--- src/rtl/dmem_responder.sv ---
// dmem_responder: data memory behind the cs/oe/rw strobes, with WAIT wait states.
// Completion raises a one-cycle ready pulse; illegal strobes raise a one-cycle err.
module dmem_responder #(
    parameter int ADDR_W = 7,
    parameter int DATA_W = 32,
    parameter int WAIT   = 2
) (
    input  logic              clk,
    input  logic              rst_n,
    input  logic              cs,
    input  logic              oe,
    input  logic              rw,
    input  logic [ADDR_W-1:0] addr,
    input  logic [DATA_W-1:0] wdata,
    output logic [DATA_W-1:0] rdata,
    output logic              ready,
    output logic              err
);
    typedef enum logic [1:0] {
        S_IDLE,
        S_BUSY,
        S_DONE
    } state_t;

    localparam bit         NO_WAIT = (WAIT == 0);
    localparam logic [3:0] WAIT_M1 = NO_WAIT ? 4'd0 : 4'(WAIT - 1);

    state_t            r_state;
    logic [3:0]        r_cnt;
    logic [ADDR_W-1:0] r_addr;
    logic [DATA_W-1:0] r_wdata;
    logic              r_is_rd;
    logic [DATA_W-1:0] r_rdata;
    logic              r_ready;
    logic              r_err;
    logic [DATA_W-1:0] r_mem [2**ADDR_W];

    logic              w_rd_req;
    logic              w_wr_req;
    logic              w_bad;
    logic              w_start;
    logic              w_enter;
    logic              w_op_rd;
    logic [ADDR_W-1:0] w_addr;
    logic [DATA_W-1:0] w_data;

    assign w_rd_req = !cs && !oe && rw;
    assign w_wr_req = !cs && oe && !rw;
    assign w_bad    = !cs && (oe == rw);
    assign w_start  = (r_state == S_IDLE) && (w_rd_req || w_wr_req);

    // With no wait states the access completes straight from IDLE,
    // so the array port takes the live inputs instead of the latched copies.
    assign w_enter = (w_start && NO_WAIT)
                   || ((r_state == S_BUSY) && (r_cnt == 4'd0));
    assign w_op_rd = (r_state == S_IDLE) ? w_rd_req : r_is_rd;
    assign w_addr  = (r_state == S_IDLE) ? addr : r_addr;
    assign w_data  = (r_state == S_IDLE) ? wdata : r_wdata;

    always_ff @(posedge clk or negedge rst_n) begin
        if (!rst_n) begin
            r_state <= S_IDLE;
            r_cnt   <= 4'd0;
            r_addr  <= '0;
            r_wdata <= '0;
            r_is_rd <= 1'b0;
            r_rdata <= '0;
            r_ready <= 1'b0;
            r_err   <= 1'b0;
        end else begin
            r_ready <= 1'b0;
            r_err   <= 1'b0;
            if (w_enter && w_op_rd) begin
                r_rdata <= r_mem[w_addr];
            end
            unique case (r_state)
                S_IDLE: begin
                    if (w_bad) begin
                        r_err <= 1'b1;
                    end else if (w_start) begin
                        r_addr  <= addr;
                        r_wdata <= wdata;
                        r_is_rd <= w_rd_req;
                        r_cnt   <= WAIT_M1;
                        if (NO_WAIT) begin
                            r_state <= S_DONE;
                            r_ready <= 1'b1;
                        end else begin
                            r_state <= S_BUSY;
                        end
                    end
                end
                S_BUSY: begin
                    if (r_cnt == 4'd0) begin
                        r_state <= S_DONE;
                        r_ready <= 1'b1;
                    end else begin
                        r_cnt <= r_cnt - 4'd1;
                    end
                end
                S_DONE: begin
                    r_state <= S_IDLE;
                end
                default: begin
                    r_state <= S_IDLE;
                end
            endcase
        end
    end

    // Array is deliberately left out of reset.
    always_ff @(posedge clk) begin
        if (rst_n && w_enter && !w_op_rd) begin
            r_mem[w_addr] <= w_data;
        end
    end

    assign rdata = r_rdata;
    assign ready = r_ready;
    assign err   = r_err;
endmodule

--- config.mk ---
export PLATFORM = sky130hd
export DESIGN_NAME = dmem_responder
export DESIGN_NICKNAME = d
export VERILOG_FILES = /design/src/rtl/dmem_responder.sv
export SDC_FILE = /design/constraint.sdc
export NUM_CORES = 2
export LEC_CHECK = 0
export ABC_CLOCK_PERIOD_IN_PS = 7450
export CAP_MARGIN = 20
export CORE_MARGIN = 10
export CORE_UTILIZATION = 45
export DETAILED_ROUTE_END_ITERATION = 7
export PLACE_DENSITY_LB_ADDON = 0.3
export SYNTH_ARGS = -nofsm -noshare
export SYNTH_HDL_FRONTEND = slang
export SYNTH_SLANG_ARGS = --single-unit
--- constraint.sdc ---
create_clock -name clk -period 7.45 [get_ports clk]
set_clock_uncertainty 0.2 [all_clocks]
set_input_delay 1.49 -clock clk [delete_from_list [all_inputs] [get_ports clk]]
set_output_delay 1.49 -clock clk [all_outputs]
set_load 0.02 [all_outputs]
* Word level (Yosys, flattened, before mapping)
Memory sizes are Yosys's and may differ from the RTL's. A register that Yosys moved wholly into a read port is not among the register bits.
Cells that the tools add are included.
** Storage, ports and cells
- Flip-flop bits (word level) :: 48
- RAM bits :: 4096
- Output and inout port bits :: 34
- Logic and storage cells :: 55
- Memories :: 1
** Memories
- r_mem :: depth 128, width 32, rd ports 1, clocked after Yosys merged registers in 1, write ports 1, line 36 : logic [DATA_W-1:0] r_mem [2**ADDR_W];
** Cells by class
- Add/sub/neg operators :: 1
- Equal/unequal tests :: 6
- Mux-type cells :: 17
- Bitwise logic cells :: 1
- Reductions and logical operators :: 22
** Operators by type and width (count)
- 32-bit 2-to-1 mux :: 1
- 4-bit 2-to-1 mux :: 3
- 1-bit logical AND :: 10
- 4-bit one-hot mux with 2 select lines :: 1
- 1-bit 2-to-1 mux :: 7
- 7-bit 2-to-1 mux :: 1
- 2-bit 2-to-1 mux :: 3
- 2-bit inequality test, second input constant :: 3
- 3-bit AND reduction :: 2
- 1-bit logical NOT :: 5
- 4-bit logical NOT :: 1
- 2-bit one-hot mux with 2 select lines :: 1
- 4-bit AND reduction :: 1
- 4-bit by 1-bit subtractor with 4-bit output, second input constant :: 1
- 2-bit by 1-bit equality test with 1-bit output, second input constant :: 1
- 2-bit logical NOT :: 1
- 2-bit by 1-bit inequality test with 1-bit output, second input constant :: 1
- 2-bit nonzero test :: 1
- 1-bit equality test :: 1
- 1-bit logical OR :: 1
- 1-bit NOT :: 1

* Longest topological paths before layout
- Word-level depth :: 8
- Mapped depth :: 14

* Least setup slack after synthesis
OpenSTA, ideal clock, no wires.
- Path type :: in2reg
- From :: input addr[2]
- To :: memory r_mem[89][0], enable pin
- Setup time :: 461 ps
- Data arrival time :: 4999 ps
- Setup slack :: 1789 ps
- Stages :: 7
- Cells stage by stage :: or2_2 > clkbuf_1 > mux2_2 > buf_4 > buf_2 > buf_2 > nor3_1
** On the way
- Cells in the longest elaborated chain, start to end :: 1
** RTL lines
- start, declared :: line 13 : input logic [ADDR_W-1:0] addr,
- 7-bit 2-to-1 mux :: line 57 : assign w_addr = (r_state == S_IDLE) ? addr : r_addr;
- end, declared :: line 36
Every way passes these cells.

* Worst setup path after layout
- From :: register r_state[1]
- To :: register r_rdata[19], in the netlist rdata[19], read port of r_mem
** On the way
- Cells in the longest elaborated chain, start to end :: 3
** RTL lines
- start, declared :: line 28 : state_t r_state;
- start signal, assigned :: line 62 : r_state <= S_IDLE;
- start signal, assigned :: line 86 : r_state <= S_DONE;
- start signal, assigned :: line 89 : r_state <= S_BUSY;
- 2-bit by 1-bit equality test with 1-bit output / 2-bit logical NOT (equally long branches) :: line 55, 56, 57
- 1-bit logical AND / 1-bit 2-to-1 mux (equally long branches) :: line 55, 56
- 1-bit logical AND :: line 73 : if (w_enter && w_op_rd) begin
- end, declared :: line 33 : logic [DATA_W-1:0] r_rdata;
Parallel ways exist; a longest one is shown, timed or not.
A chain may end at the register's enable or synchronous reset.

==> results.md <==
* Layout area overhead at 15.2%
* H-tree depth at 5
* Most common cell after layout, fill and taps aside: edfxtp_1
* Starting DRT DRC Count at 18700
* Yosys reg bits at 4176
* Die area at 371000 um2
* Die height at 609 um
* Antenna Nets Post-Route at 0
* Distinct cell type count after synthesis at 81
* Result of the run: finished, violations left
* Leading cell types in the layout, fill and taps excluded: 4096 x edfxtp_1, 905 x a22oi_1, 767 x nand2_1
* Initial core utilization at 0.452
* CP Max Fanout at 62
* Initial antenna violation count at 40
* Worst Setup SP: r_state[1]
* Die width at 609 um
* Later-pin clock latency in the skew report at 1.03 ns
* Met1 WL at 192 mm
* Fin worst setup slack at 1.62 ns
* Kind of critical path: reg2reg
* Total power draw at 77.6 mW
* Hold_buf cts at 0
* Post-route core utilization at 0.520
* Reg2Reg Setup Slack at 1.62 ns
* Syn Inst Count at 9051
* DR pass1 iterations at 8
* DP Wirelength at 322 mm
* CP endpoint kind: flip-flop
* CTS Root Cell: clkbuf_16
* Final cell count without fillers at 14400
* Final setup viols at 0
* # clock sinks at 4176
* Routed length per instance at 38.0 um
* Post-Synthesis Cell Area at 156000 um2
* Worst EP required at 8.08 ns
* Ports at 78
* VDD IR max at 0.423 mV
* Largest net degree at the start of global routing at 93
* Fin crit share at 0.782
* Register area share after synthesis at 0.800
* Met3 routed WL at 83.0 mm
* Vias per cell at 6.72
* Synthesized area per cell at 17.3 um2
* Slew Viols, Final at 0
* Power density cells at 431 nW/um2
* Final non-filler cell area at 180000 um2
* Residual DRC count at 8
* Hold Fails Final Rpt at 0
* Fmax at 172 MHz
* Post-synth EDFFs at 4096
* Worst-case clock buffer depth at 4
* Hold slack at 0.286 ns
* DR vias at 96900
* Slowest CP cell: a2111oi_2
* Dpl ws at 0.819 ns
* Cell Rows at 216
* Crit-path cells: or2_2 -> buf_4 -> mux2_8 -> buf_12 -> o22ai_1 -> o21ai_0 -> a41oi_1 -> a2111oi_2 -> a31oi_1
* Placed cell count at 13600
* FF-to-FF End: rdata[19]
* Share of layout cells above drive strength 1 at 0.153
* Setup TNS at 0 ns
* Critical path's largest stage delay at 1.14 ns
* Post-placement cell area at 166000 um2
* Slew headroom at 0.124
* R2R cell count at 9
* Port Buffers at 77
* CTS tree: yes
* Pin slew with the least headroom to its limit at 1.31 ns
* Vias in the first global route at 91500
* Core area at 346000 um2
* GPL Wtd Cong at 0.968
* Synth async-reset ratio at 0.0192
* First-pass GRT wire length at 750 mm
* Top delay family on crit path: compound AO/OA/AOI/OAI gates
* Top FF cell, synth: edfxtp_1
* Buf+Inv Stages, Crit Path at 2
* CP Data Arrival Time at 6.46 ns
* Synth Warn # at 0
* PostCTS Resize Cnt at 0
* Highest Signal Layer: met5
* TritonCTS Buffers at 414
* Post-CTS Setup Bufs at 0
* # Max-Cap Violations at 0
* Final min period at 5.83 ns
* Total track usage at 0.284
* Crit Reg-Reg Startpoint: r_state[1]
* # fillers at 27100
* Leakage at 56.6 nW
* Violated checks: design-rule violations
* HP Class: in2async
* Grt total ovfl at 0
* Unrepaired setup endpoints after global routing: no
* Routed WL at 548 mm
* Clock-pin slew on the worst setup and hold paths at 0.06 ns
* Layout Nets at 9534
* Met2 Routed Length at 238 mm
* Worst Setup Start Kind: flip-flop
* Syn_nets at 9096
-- worst max-delay path by stage --
stage	to	slack, ns	cells after the start
floorplan	r_mem[89][0]	1.79	7
global placement	rdata[28]	0.66	11
detailed placement	rdata[14]	0.82	10
CTS	rdata[14]	1.83	10
global route	rdata[19]	1.61	9
finish	rdata[19]	1.62	9
-- Yosys cell counts, types with 7 or more instances --
library cell     n  area, um2
nor2_1         233        875
nand2b_1        13       81.3
a22oi_1        905       6790
o31ai_1         14        105
a222oi_1        99        991
a221o_1         18        180
o22a_1          41        359
a221oi_1       188       1650
o41ai_1         36        315
nor3_1          24        120
a22o_1          64        561
buf_1           38        143
a21oi_1        406       2030
nand3_1         42        210
buf_2          285       1430
a31o_2          10       87.6
edfxtp_1      4096     123000
buf_6           24        270
nor4_1          26        163
or4_1            7       52.6
mux2i_1        356       3560
buf_4           79        593
and4_1           9       78.8
o221ai_1        30        263
o22ai_1        124        776
nand2_1        810       3040
a31oi_1        209       1310
a2111oi_0        7       61.3
a41oi_1         69        604
a41o_1          13        130
mux2_2         126       1420
dfrtp_1         80       2000
nand4_1         20        125
clkbuf_1       168        631
o21ai_0        275       1380
o21a_1          11       82.6
-- flip-flops by register name (all words and copies together), names as in the netlist --
register,cells
r_mem,4096
r_wdata,32
rdata,32
r_addr,7
r_cnt,4
r_state,2
err,1
r_is_rd,1
ready,1
-- report_power, final --
group | switching [mW] | internal (mW)
Combinational | 19.7 | 6.02
Sequential | 0.510 | 30.5
Clock | 9.05 | 11.8
-- kinds of logic after synthesis --
logic type               share of synthesized area
flip-flops                                   0.800
AO/OA/AOI/OAI                                0.116
AND/OR/NAND/NOR                             0.0326
buffers and inverters                       0.0197
multiplexers                                0.0323
XOR/XNOR                                  0.000168
adder cells (fa/ha/maj)                  0.0000800
-- layer usage --
metal | track usage | vias to the layer above
li1 | - | 37900
met1 | 0.381 | 49300
met2 | 0.418 | 8438
met3 | 0.0850 | 1316
met4 | 0.149 | 28
met5 | 0.00140 | -
-- cell type report --
type	instances	area (um2)	area share
Sequential cell	4176	125000	0.694
Multi-Input combinational cell	4276	29900	0.166
Clock buffer	495	10700	0.0595
Timing Repair Buffer	616	5870	0.0326
Tap cell	4578	5730	0.0318
Clock inverter	265	2730	0.0152
Antenna cell	25	62.6	0.000347
Inverter	5	18.8	0.000104
No activity file was read; power rests on OpenSTA's default activity.
